## src/rtl/iq_demod_pkg.sv

```systemverilog
// Shared constants for the IQ CORDIC demodulator: FSM states, arctangent table
// (scaled for a 16-bit phase word) and the half-turn phase constant.
package iq_demod_pkg;

  typedef enum logic [1:0] {
    ST_IDLE,
    ST_PREROT,
    ST_ITER,
    ST_OUT
  } demod_state_t;

  localparam int TBL_PHASE_WIDTH = 16;

  // round(atan(2^-i) * 2^16 / 2pi), i = 0..15
  localparam logic [15:0] ATAN_TBL [16] = '{
    16'd8192, 16'd4836, 16'd2555, 16'd1297, 16'd651, 16'd326, 16'd163, 16'd81,
    16'd41,   16'd20,   16'd10,   16'd5,    16'd3,   16'd1,   16'd1,   16'd0
  };

  localparam logic [15:0] PI_PHASE = 16'h8000;

endpackage

```

## src/rtl/cordic_vec_core.sv

```systemverilog
// Iterative vectoring CORDIC: quadrant pre-rotation on start, then ITER
// micro-rotations driving y to zero; x ends as gain*magnitude, z as the phase.
module cordic_vec_core
  import iq_demod_pkg::*;
#(
  parameter int IN_WIDTH    = 12,
  parameter int PHASE_WIDTH = 16,
  parameter int ITER        = 12
) (
  input  logic                   clk_in,
  input  logic                   RST,
  input  logic                   start,
  input  logic [IN_WIDTH-1:0]    i_in,
  input  logic [IN_WIDTH-1:0]    q_in,
  output logic                   done,
  output logic [IN_WIDTH+1:0]    x_out,
  output logic [PHASE_WIDTH-1:0] z_out
);

  localparam int XW = IN_WIDTH + 2;
  localparam int CW = $clog2(ITER + 1);
  // +pi and -pi share one bit pattern modulo 2^PHASE_WIDTH
  localparam logic [PHASE_WIDTH-1:0] Z_PI = PHASE_WIDTH'(PI_PHASE >> (TBL_PHASE_WIDTH - PHASE_WIDTH));

  logic signed [XW-1:0]    x_reg, y_reg;
  logic [PHASE_WIDTH-1:0]  z_reg;
  logic [CW-1:0]           cnt_reg;
  logic                    busy_reg;
  logic                    zero_reg;
  logic [PHASE_WIDTH-1:0]  atan_lut [2**CW];

  logic signed [XW-1:0] i_ext, q_ext, x_sh, y_sh;

  generate
    for (genvar gi = 0; gi < 2**CW; gi++) begin : g_atan
      if (gi < ITER && gi < 16) begin : g_used
        assign atan_lut[gi] = PHASE_WIDTH'(ATAN_TBL[gi] >> (TBL_PHASE_WIDTH - PHASE_WIDTH));
      end else begin : g_pad
        assign atan_lut[gi] = '0;
      end
    end
  endgenerate

  assign i_ext = {{2{i_in[IN_WIDTH-1]}}, i_in};
  assign q_ext = {{2{q_in[IN_WIDTH-1]}}, q_in};
  assign x_sh  = x_reg >>> cnt_reg;
  assign y_sh  = y_reg >>> cnt_reg;

  always_ff @(posedge clk_in) begin
    if (RST) begin
      busy_reg <= 1'b0;
      zero_reg <= 1'b0;
      cnt_reg  <= '0;
      x_reg    <= '0;
      y_reg    <= '0;
      z_reg    <= '0;
    end else if (start) begin
      busy_reg <= 1'b1;
      cnt_reg  <= '0;
      // A null vector has no angle; freezing z keeps the reported phase at 0
      zero_reg <= (i_in == '0) && (q_in == '0);
      if (i_in[IN_WIDTH-1]) begin
        x_reg <= -i_ext;
        y_reg <= -q_ext;
        z_reg <= Z_PI;
      end else begin
        x_reg <= i_ext;
        y_reg <= q_ext;
        z_reg <= '0;
      end
    end else if (busy_reg) begin
      if (y_reg[XW-1]) begin
        x_reg <= x_reg - y_sh;
        y_reg <= y_reg + x_sh;
        if (!zero_reg) z_reg <= z_reg - atan_lut[cnt_reg];
      end else begin
        x_reg <= x_reg + y_sh;
        y_reg <= y_reg - x_sh;
        if (!zero_reg) z_reg <= z_reg + atan_lut[cnt_reg];
      end
      cnt_reg <= cnt_reg + 1'b1;
      if (cnt_reg == CW'(ITER - 1)) busy_reg <= 1'b0;
    end
  end

  assign done  = busy_reg && (cnt_reg == CW'(ITER - 1));
  assign x_out = x_reg;
  assign z_out = z_reg;

endmodule

```

## src/rtl/iq_cordic_demod.sv

```systemverilog
// AM/FM demodulator over a vectoring CORDIC: handshake, FSM, mode mux and phase
// differencing. Define FM_DEEMPH_EN to add a one-pole de-emphasis IIR on FM output.
module iq_cordic_demod
  import iq_demod_pkg::*;
#(
  parameter int IN_WIDTH    = 12,
  parameter int OUT_WIDTH   = 12,
  parameter int PHASE_WIDTH = 16,
  parameter int ITER        = 12
`ifdef FM_DEEMPH_EN
  ,
  parameter int DEEMPH_SHIFT = 4
`endif
) (
  input  logic                 clk_in,
  input  logic                 RST,
  input  logic                 iq_valid,
  output logic                 iq_ready,
  input  logic [IN_WIDTH-1:0]  I_IN,
  input  logic [IN_WIDTH-1:0]  Q_IN,
  input  logic                 mode,
  output logic [OUT_WIDTH-1:0] demod_out,
  output logic                 demod_valid,
  output logic                 overrun
);

  demod_state_t           state_reg;
  logic [IN_WIDTH-1:0]    i_reg, q_reg;
  logic                   mode_reg;
  logic [PHASE_WIDTH-1:0] prev_phase_reg;

  logic                   core_done;
  logic [IN_WIDTH+1:0]    x_out;
  logic [PHASE_WIDTH-1:0] z_out;

  logic [PHASE_WIDTH-1:0] dphi;
  logic [OUT_WIDTH-1:0]   dphi_out, am_out, fm_out;
  logic                   unused_bits;

  cordic_vec_core #(
    .IN_WIDTH   (IN_WIDTH),
    .PHASE_WIDTH(PHASE_WIDTH),
    .ITER       (ITER)
  ) u_core (
    .clk_in(clk_in),
    .RST   (RST),
    .start (state_reg == ST_PREROT),
    .i_in  (i_reg),
    .q_in  (q_reg),
    .done  (core_done),
    .x_out (x_out),
    .z_out (z_out)
  );

  assign dphi        = z_out - prev_phase_reg;
  assign dphi_out    = dphi[PHASE_WIDTH-1 -: OUT_WIDTH];
  assign am_out      = x_out[IN_WIDTH+1 -: OUT_WIDTH];
  assign unused_bits = ^{x_out, dphi};

`ifdef FM_DEEMPH_EN
  logic [OUT_WIDTH-1:0]        deemph_reg, deemph_next;
  logic signed [OUT_WIDTH:0]   deemph_diff, deemph_step;

  always_comb begin
    deemph_diff = {dphi_out[OUT_WIDTH-1], dphi_out} - {deemph_reg[OUT_WIDTH-1], deemph_reg};
    deemph_step = deemph_diff >>> DEEMPH_SHIFT;
    deemph_next = deemph_reg + deemph_step[OUT_WIDTH-1:0];
  end

  assign fm_out = deemph_next;

  always_ff @(posedge clk_in) begin
    if (RST) begin
      deemph_reg <= '0;
    end else if (state_reg == ST_OUT && mode_reg) begin
      deemph_reg <= deemph_next;
    end
  end
`else
  assign fm_out = dphi_out;
`endif

  always_ff @(posedge clk_in) begin
    if (RST) begin
      state_reg      <= ST_IDLE;
      iq_ready       <= 1'b1;
      demod_valid    <= 1'b0;
      demod_out      <= '0;
      overrun        <= 1'b0;
      prev_phase_reg <= '0;
      i_reg          <= '0;
      q_reg          <= '0;
      mode_reg       <= 1'b0;
    end else begin
      demod_valid <= 1'b0;
      if (iq_valid && !iq_ready) overrun <= 1'b1;
      case (state_reg)
        ST_IDLE: begin
          if (iq_valid) begin
            i_reg     <= I_IN;
            q_reg     <= Q_IN;
            mode_reg  <= mode;
            iq_ready  <= 1'b0;
            state_reg <= ST_PREROT;
          end
        end
        ST_PREROT: state_reg <= ST_ITER;
        ST_ITER: begin
          if (core_done) state_reg <= ST_OUT;
        end
        ST_OUT: begin
          demod_out      <= mode_reg ? fm_out : am_out;
          demod_valid    <= 1'b1;
          prev_phase_reg <= z_out;
          iq_ready       <= 1'b1;
          state_reg      <= ST_IDLE;
        end
        default: state_reg <= ST_IDLE;
      endcase
    end
  end

endmodule

```

## config.mk

```make
export PLATFORM = sky130hd
export DESIGN_NAME = iq_cordic_demod
export DESIGN_NICKNAME = d
export VERILOG_FILES = /design/src/rtl/iq_demod_pkg.sv /design/src/rtl/cordic_vec_core.sv /design/src/rtl/iq_cordic_demod.sv
export SDC_FILE = /design/constraint.sdc
export NUM_CORES = 1
export LEC_CHECK = 0
export ABC_AREA = 0
export BUFFER_PORTS_ARGS = -buffer_cell sky130_fd_sc_hd__buf_2
export CAP_MARGIN = 20
export CORE_MARGIN = 2
export CORE_UTILIZATION = 45
export DETAILED_ROUTE_END_ITERATION = 8
export PLACE_DENSITY = 0.72
export SETUP_SLACK_MARGIN = 0.3
export SLEW_MARGIN = 20
export SYNTH_ARGS = -nofsm -noshare
export SYNTH_HDL_FRONTEND = slang
export SYNTH_SLANG_ARGS = --single-unit
```

## constraint.sdc

```tcl
create_clock -name clk_in -period 5 [get_ports clk_in]
set_clock_uncertainty 0.1 [all_clocks]
set_input_delay 0.25 -clock clk_in [delete_from_list [all_inputs] [get_ports clk_in]]
set_output_delay 0.25 -clock clk_in [all_outputs]
set_load 0.01 [all_outputs]
```

# After elaboration in Yosys (flattened, before gate mapping)
# Memories as Yosys holds them, arrays and structs flattened.
# Cells that the tools add are included.
# word_totals
register_bits,108
rom_bits,256
input_bits,28
out_inout_bits,15
n_memories,1
# memory_table
memory,words,width,rd,rd_clocked_by_memory_dff,write_ports,line_no,text
(name not given),16,16,1,0,0,cordic_vec_core.sv:79,if (!zero_reg) z_reg <= z_reg + atan_lut[cnt_reg];
# op_classes
add_sub_neg,10
order_cmp,1
n_eq_ne,7
n_shift,2
n_mux,26
bitwise_logic,1
n_reduce_logical,14
# op_table
op,count
16-bit two-way mux,8
14-bit two-way mux,8
16-bit subtractor,2
14-bit adder,2
12-bit negation with 14-bit output,2
14-bit by 4-bit >>> shifter with 14-bit output,2
14-bit subtractor,2
12-bit zero test,2
16-bit adder,1
12-bit two-way mux,1
2-bit one-hot mux with 4 select lines,1
2-bit AND reduction,4
5-bit greater-or-equal comparator (second input constant),1
1-bit two-way mux,5
4-bit inverter with 5-bit output,1
4-bit by 1-bit adder with 4-bit output (second input constant),1
2-bit == test (second input constant),2
4-bit == test (second input constant),1
2-bit two-way mux,2
2-bit != test (second input constant),2
2-bit nonzero test,2
1-bit logical AND,3
2-bit by 1-bit == test with 1-bit output (second input constant),1
2-bit zero test,1
4 further kinds,4

# Logic depth before layout (Yosys ltp)
# depth
depth_word,9
ltp_mapped,23
ltp_nobuf,20

# Hierarchy
# A second synthesis with hierarchy kept.
# hier_totals
cells_unflattened,1199
hier_area_um2,9673.0
# modules_own_cells
module,instances,cells_per_inst,area_per_inst_um2,seq_area_each_um2
cordic_vec_core,1,858,6845.3,1001.0
iq_cordic_demod,1,341,2827.7,1161.1

# Worst setup path before layout
# OpenSTA, ideal clock, no wires.
# synth_path
kind,reg-to-reg
start,register u_core.cnt_reg[0]
end,"register u_core.x_reg[13], in the netlist u_core.x_out[13]"
setup_time_ps,71
arrival_time_ps,4520
t_required_ps,4829
path_slack_ps,309
path_stages_with_launch,20
path_buffers,1
path_cell_list,dfxtp_1 buf_6 mux4_2 mux4_2 or2_1 nor3_2 and2_1 nor3_1 a21oi_1 o22ai_1 ha_1 o21a_1 o21ai_0 a21oi_1 o41ai_1 o21ai_0 a31oi_1 and3b_1 or4_1 a21oi_1
# synth_via
elab_chain_len,5
elab_cells_between_ends,6
classes_between,add/sub (2); shift (1); mux (3)
# synth_rtl
element,line_no,text
from (decl),cordic_vec_core.sv:27,logic [CW-1:0] cnt_reg;
from (signal assigned),cordic_vec_core.sv:81,cnt_reg <= cnt_reg + 1'b1;
14-bit by 4-bit >>> shifter with 14-bit output (*),cordic_vec_core.sv:47,assign y_sh = y_reg >>> cnt_reg;
14-bit adder / 14-bit subtractor (equally long branches),"cordic_vec_core.sv:77, cordic_vec_core.sv:73",
14-bit two-way mux (*),cordic_vec_core.sv:72,if (y_reg[XW-1]) begin
14-bit two-way mux (*),cordic_vec_core.sv:71,end else if (busy_reg) begin
14-bit two-way mux (*),cordic_vec_core.sv:57,end else if (start) begin
to (signal assigned),cordic_vec_core.sv:63,x_reg <= -i_ext;
to (signal assigned),cordic_vec_core.sv:73,x_reg <= x_reg - y_sh;
to (signal assigned),cordic_vec_core.sv:77,x_reg <= x_reg + y_sh;
to (decl),cordic_vec_core.sv:25,"logic signed [XW-1:0] x_reg, y_reg;"
# Mark *: on every way between the ends. The rest lies on a longest branch, timed or not. The select of a mux whose other input is x is not followed.
# A chain may end at the register's enable or synchronous reset.

# Worst setup path in the final report
# Same ends and word-level chain as after synthesis.

==> impl_results.html <==
<table>
<tr><th>Metric</th><th>Value</th></tr>
<tr><th colspan="2">Logic synthesis</th></tr>
<tr><td>Sequential-to-total area share from yosys stat</td><td>23.3%</td></tr>
<tr><td>Top cells by area in the synthesized netlist</td><td>sky130_fd_sc_hd__dfxtp_1, sky130_fd_sc_hd__ha_1, sky130_fd_sc_hd__a21oi_1, sky130_fd_sc_hd__mux4_2, sky130_fd_sc_hd__nand2_1</td></tr>
<tr><td>Avg Inst Size Synth</td><td>7.92 sq um</td></tr>
<tr><td>Library cell with the largest summed area after synthesis</td><td>sky130_fd_sc_hd__dfxtp_1</td></tr>
<tr><td>Synthesized area</td><td>9270 sq um</td></tr>
<tr><td>Top-area cell type share of the netlist area</td><td>23.3%</td></tr>
<tr><td>Cell variety after synth</td><td>67</td></tr>
<tr><td>FF+latch count, synth</td><td>108</td></tr>
<tr><td>Post-synthesis async set-or-reset flop share</td><td>0%</td></tr>
<tr><td>Number of nets produced by synthesis</td><td>1271</td></tr>
<tr><td>Flip-flop cell with the highest count after synthesis</td><td>sky130_fd_sc_hd__dfxtp_1</td></tr>
<tr><td>Post-synth EDFFs</td><td>0</td></tr>
<tr><td>Warnings, synthesis</td><td>0</td></tr>
<tr><td>Cell count after synthesis</td><td>1170</td></tr>
<tr><th colspan="2">Clocking</th></tr>
<tr><td>Clock buffer count from CTS</td><td>9</td></tr>
<tr><td>Clock tree from TritonCTS</td><td>done</td></tr>
<tr><td>Clock latency on the worst-skew pair</td><td>0.36 ns</td></tr>
<tr><td>CTS HTree Levels</td><td>3</td></tr>
<tr><td>Clk root buf</td><td>sky130_fd_sc_hd__clkbuf_16</td></tr>
<tr><td>Number of buffers on the longest clock path</td><td>2</td></tr>
<tr><td>Hold-fix buffers at CTS</td><td>0</td></tr>
<tr><td>Clock transition at path regs</td><td>0.08 ns</td></tr>
<tr><td>Count of clock tree sinks</td><td>108</td></tr>
<tr><th colspan="2">Place</th></tr>
<tr><td>Placed Cells</td><td>1448</td></tr>
<tr><td>Number of input and output port buffers inserted</td><td>42</td></tr>
<tr><td>Placer congestion estimate</td><td>0.912</td></tr>
<tr><td>DP Wirelength</td><td>17800 um</td></tr>
<tr><th colspan="2">Worst setup path</th></tr>
<tr><td>Crit path required time</td><td>5.19 ns</td></tr>
<tr><td>Cell at the slowest stage of the critical path</td><td>sky130_fd_sc_hd__mux4_2</td></tr>
<tr><td>Slowest cell delay on critical path</td><td>0.49 ns</td></tr>
<tr><td>Crit path arrival time</td><td>4.83 ns</td></tr>
<tr><td>Cell-by-cell listing of the critical path</td><td>buf_6 -&gt; mux4_2 -&gt; mux4_2 -&gt; or2_1 -&gt; nor3_2 -&gt; and2_4 -&gt; nor3_2 -&gt; a21oi_1 -&gt; o22ai_1 -&gt; ha_1 -&gt; o21a_1 -&gt; o21ai_2 -&gt; a21oi_2 -&gt; o41ai_2 -&gt; o21ai_1 -&gt; a31oi_1 -&gt; and3b_1 -&gt; or4_1 -&gt; a21oi_2</td></tr>
<tr><td>Critical path peak fanout</td><td>4</td></tr>
<tr><td>Capturing element type of the critical path</td><td>register</td></tr>
<tr><td>CP Launch Type</td><td>register</td></tr>
<tr><td>Cell family contributing the most delay on the critical path</td><td>simple AND/OR/NAND/NOR gates</td></tr>
<tr><td>Critical path class</td><td>reg2reg</td></tr>
<tr><td>Buffer and inverter count on the worst path</td><td>1</td></tr>
<tr><th colspan="2">Cells and area</th></tr>
<tr><td>Final cell count without fillers</td><td>1478</td></tr>
<tr><td>Ant. Diodes</td><td>0</td></tr>
<tr><td>Finished Core Util</td><td>51.2%</td></tr>
<tr><td>Share of layout cells above drive strength 1</td><td>14.8%</td></tr>
<tr><td>Post-synthesis to final-layout area growth</td><td>11.8%</td></tr>
<tr><td>Number of nets in the finished design</td><td>1305</td></tr>
<tr><th colspan="2">Global route</th></tr>
<tr><td>Number of antenna violations at the first check in global routing</td><td>0</td></tr>
<tr><td>Via count of the first global-routing pass</td><td>7939</td></tr>
<tr><td>Global router's overall resource usage</td><td>22.5%</td></tr>
<tr><td>Largest net degree at the start of global routing</td><td>99</td></tr>
<tr><td>Total global routing overflow</td><td>0</td></tr>
<tr><td>First-pass GRT wire length</td><td>40100 um</td></tr>
<tr><th colspan="2">Timing</th></tr>
<tr><td>Clock period minus worst slack</td><td>4.64 ns</td></tr>
<tr><td>Setup Viol. Count Final</td><td>0</td></tr>
<tr><td>Count of final max-slew check failures</td><td>0</td></tr>
<tr><td>Slew at the pin closest to its max-slew limit</td><td>1.05 ns</td></tr>
<tr><td>Final cycle utilization of the critical path</td><td>92.8%</td></tr>
<tr><td>Unrepaired setup endpoints after global routing</td><td>yes</td></tr>
<tr><td>Max-slew headroom</td><td>30.1%</td></tr>
<tr><td>Timing-limited maximum frequency</td><td>0.216 GHz</td></tr>
<tr><td>Final number of hold-violating endpoints</td><td>0</td></tr>
<tr><td>Sum Neg Setup Slack</td><td>0 ns</td></tr>
<tr><th colspan="2">Floorplanning</th></tr>
<tr><td>Die outline area</td><td>21800 sq um</td></tr>
<tr><td>Floorplan Core Area</td><td>20200 sq um</td></tr>
<tr><td>Starting utilization of the core area</td><td>45.8%</td></tr>
<tr><td>Horizontal die dimension</td><td>148 um</td></tr>
<tr><td>Number of I/O pins</td><td>43</td></tr>
<tr><td>Die Y</td><td>148 um</td></tr>
<tr><td>Number of placement rows</td><td>52</td></tr>
<tr><th colspan="2">Drt</th></tr>
<tr><td>Vias</td><td>8622</td></tr>
<tr><td>WL per Instance</td><td>16.6 um</td></tr>
<tr><td>Ratio of routed vias to standard cells</td><td>5.83</td></tr>
<tr><td>DRC</td><td>0</td></tr>
<tr><td>First drt pass iteration count</td><td>6</td></tr>
<tr><td>Final Routed Wirelength</td><td>24600 um</td></tr>
<tr><td>Initial drt markers</td><td>661</td></tr>
<tr><td>Final antenna-violating net count</td><td>0</td></tr>
<tr><th colspan="2">Hold path</th></tr>
<tr><td>Worst min-delay path category</td><td>in2reg</td></tr>
<tr><th colspan="2">Pwr</th></tr>
<tr><td>Power density over cell area</td><td>770 nW/um^2</td></tr>
<tr><td>Leak</td><td>4.10 nW</td></tr>
<tr><td>Peak VDD IR</td><td>0.000356 V</td></tr>
<tr><td>Total Power</td><td>7.98 mW</td></tr>
<tr><th colspan="2">Flow run</th></tr>
<tr><td>Number of max-cap violations</td><td>0</td></tr>
<tr><th colspan="2">Outcome</th></tr>
<tr><td>Run status</td><td>finished, final reports clean</td></tr>
</table>
-- worst paths after layout --
kind	start	endpoint	slack (ns)	cells past startpoint
hold reg to reg	overrun	overrun	0.37	2
hold / removal	Q_IN[5]	q_reg[5]	0.02	3
setup / recovery	u_core.cnt_reg[0]	u_core.x_out[13]	0.36	19
setup reg to reg	u_core.cnt_reg[0]	u_core.x_out[13]	0.36	19
-- cells in the final DEF, fill, tap and decap left out, types with 16 or more instances in the layout --
cell type,Yosys,layout
sky130_fd_sc_hd__a211oi_1,36,34
sky130_fd_sc_hd__xor2_1,36,36
sky130_fd_sc_hd__a21o_1,17,17
sky130_fd_sc_hd__buf_2,3,41
sky130_fd_sc_hd__nand2_1,136,136
sky130_fd_sc_hd__buf_4,3,46
sky130_fd_sc_hd__nand3_1,18,18
sky130_fd_sc_hd__inv_1,52,52
sky130_fd_sc_hd__and2_1,17,16
sky130_fd_sc_hd__xnor2_1,49,49
sky130_fd_sc_hd__nor2_1,114,110
sky130_fd_sc_hd__mux2i_1,47,47
sky130_fd_sc_hd__nor3_1,25,23
sky130_fd_sc_hd__dfxtp_1,108,106
sky130_fd_sc_hd__a21oi_1,111,107
sky130_fd_sc_hd__mux4_2,24,24
sky130_fd_sc_hd__ha_1,70,68
sky130_fd_sc_hd__o21ai_0,45,42
-- through the flow --
stage / hold slack [ns] / area [sq um] / worst slack, ns
finish: 0.0174 / 10400 / 0.360
CTS: 0.00998 / 10100 / 0.235
floorplan: 0.286 / 9270 / 0.309
global placement: 0.341 / 9790 / 0.104
detailed placement: 0.358 / 9790 / 0.0145
global route: 0.0181 / 10400 / 0.175
-- synth_stat cells (all sizes together), types with 13 or more instances --
master,count
xnor2,49
nor2b,13
inv,52
nand2,136
a21oi,111
o21ai,45
and2,17
buf,20
clkbuf,48
ha,70
nand3,18
a21o,17
nor2,114
mux2i,48
xor2,36
nor3,26
mux4,24
a211oi,36
dfxtp,108
-- repair_timing --
| item | CTS | global route |
|---|---|---|
| cloned | 0 | 0 |
| resized for setup | 3 | 35 |
| setup buffers | 1 | 14 |
| pin swaps | 0 | 11 |
| setup endpoints to repair | 10 | 18 |
-- cell type report --
| cell class | count | area, sq um |
|---|---|---|
| clock inverters | 5 | 67.6 |
| multi-input cells | 941 | 6720 |
| repair buffers | 91 | 621 |
| well taps | 270 | 338 |
| fillers | 1926 | 9880 |
| flip-flops and latches | 108 | 2170 |
| inverters | 53 | 199 |
| clock buffers | 10 | 239 |
-- kinds of logic (layout without fill, tap and decap cells) --
family          count (synthesis)  after routing  synth area share [%]
simple gates                  383            383                  18.9
compound gates                321            321                  22.3
buf+inv                       121            159                  5.31
flops                         108            108                  23.3
xor+xnor                       85             85                  8.03
mux                            79             79                  12.0
fa+ha+maj                      73             73                  10.1
-- per-layer routing --
metal	up-vias	wire length, um	track usage (%)
li1	4280	-	-
met1	4078	11300	30.3
met2	228	11800	37.6
met3	36	1070	3.40
met4	0	474	6.63
met5	-	0	0
-- worst reg2reg max path, stage by stage, from the launching register on --
cell and delay, ns:
sky130_fd_sc_hd__dfxtp_4 0.39, sky130_fd_sc_hd__buf_6 0.14, sky130_fd_sc_hd__mux4_2 0.49, sky130_fd_sc_hd__mux4_2 0.49, sky130_fd_sc_hd__or2_1 0.27, sky130_fd_sc_hd__nor3_2 0.22, sky130_fd_sc_hd__and2_4 0.20, sky130_fd_sc_hd__nor3_2 0.04
sky130_fd_sc_hd__a21oi_1 0.13, sky130_fd_sc_hd__o22ai_1 0.08, sky130_fd_sc_hd__ha_1 0.34, sky130_fd_sc_hd__o21a_1 0.14, sky130_fd_sc_hd__o21ai_2 0.12, sky130_fd_sc_hd__a21oi_2 0.06, sky130_fd_sc_hd__o41ai_2 0.33, sky130_fd_sc_hd__o21ai_1 0.14
sky130_fd_sc_hd__a31oi_1 0.16, sky130_fd_sc_hd__and3b_1 0.21, sky130_fd_sc_hd__or4_1 0.41, sky130_fd_sc_hd__a21oi_2 0.12
-- report_power, final --
part / switching (mW) / internal (mW) / total (mW) / leakage, nW
registers: 0.299 / 1.06 / 1.36 / 0.883
clock network: 0.362 / 0.409 / 0.770 / 0.151
logic: 3.17 / 2.68 / 5.85 / 3.07
total: 3.83 / 4.14 / 7.98 / 4.10
Power figures use the tool's default switching activity.
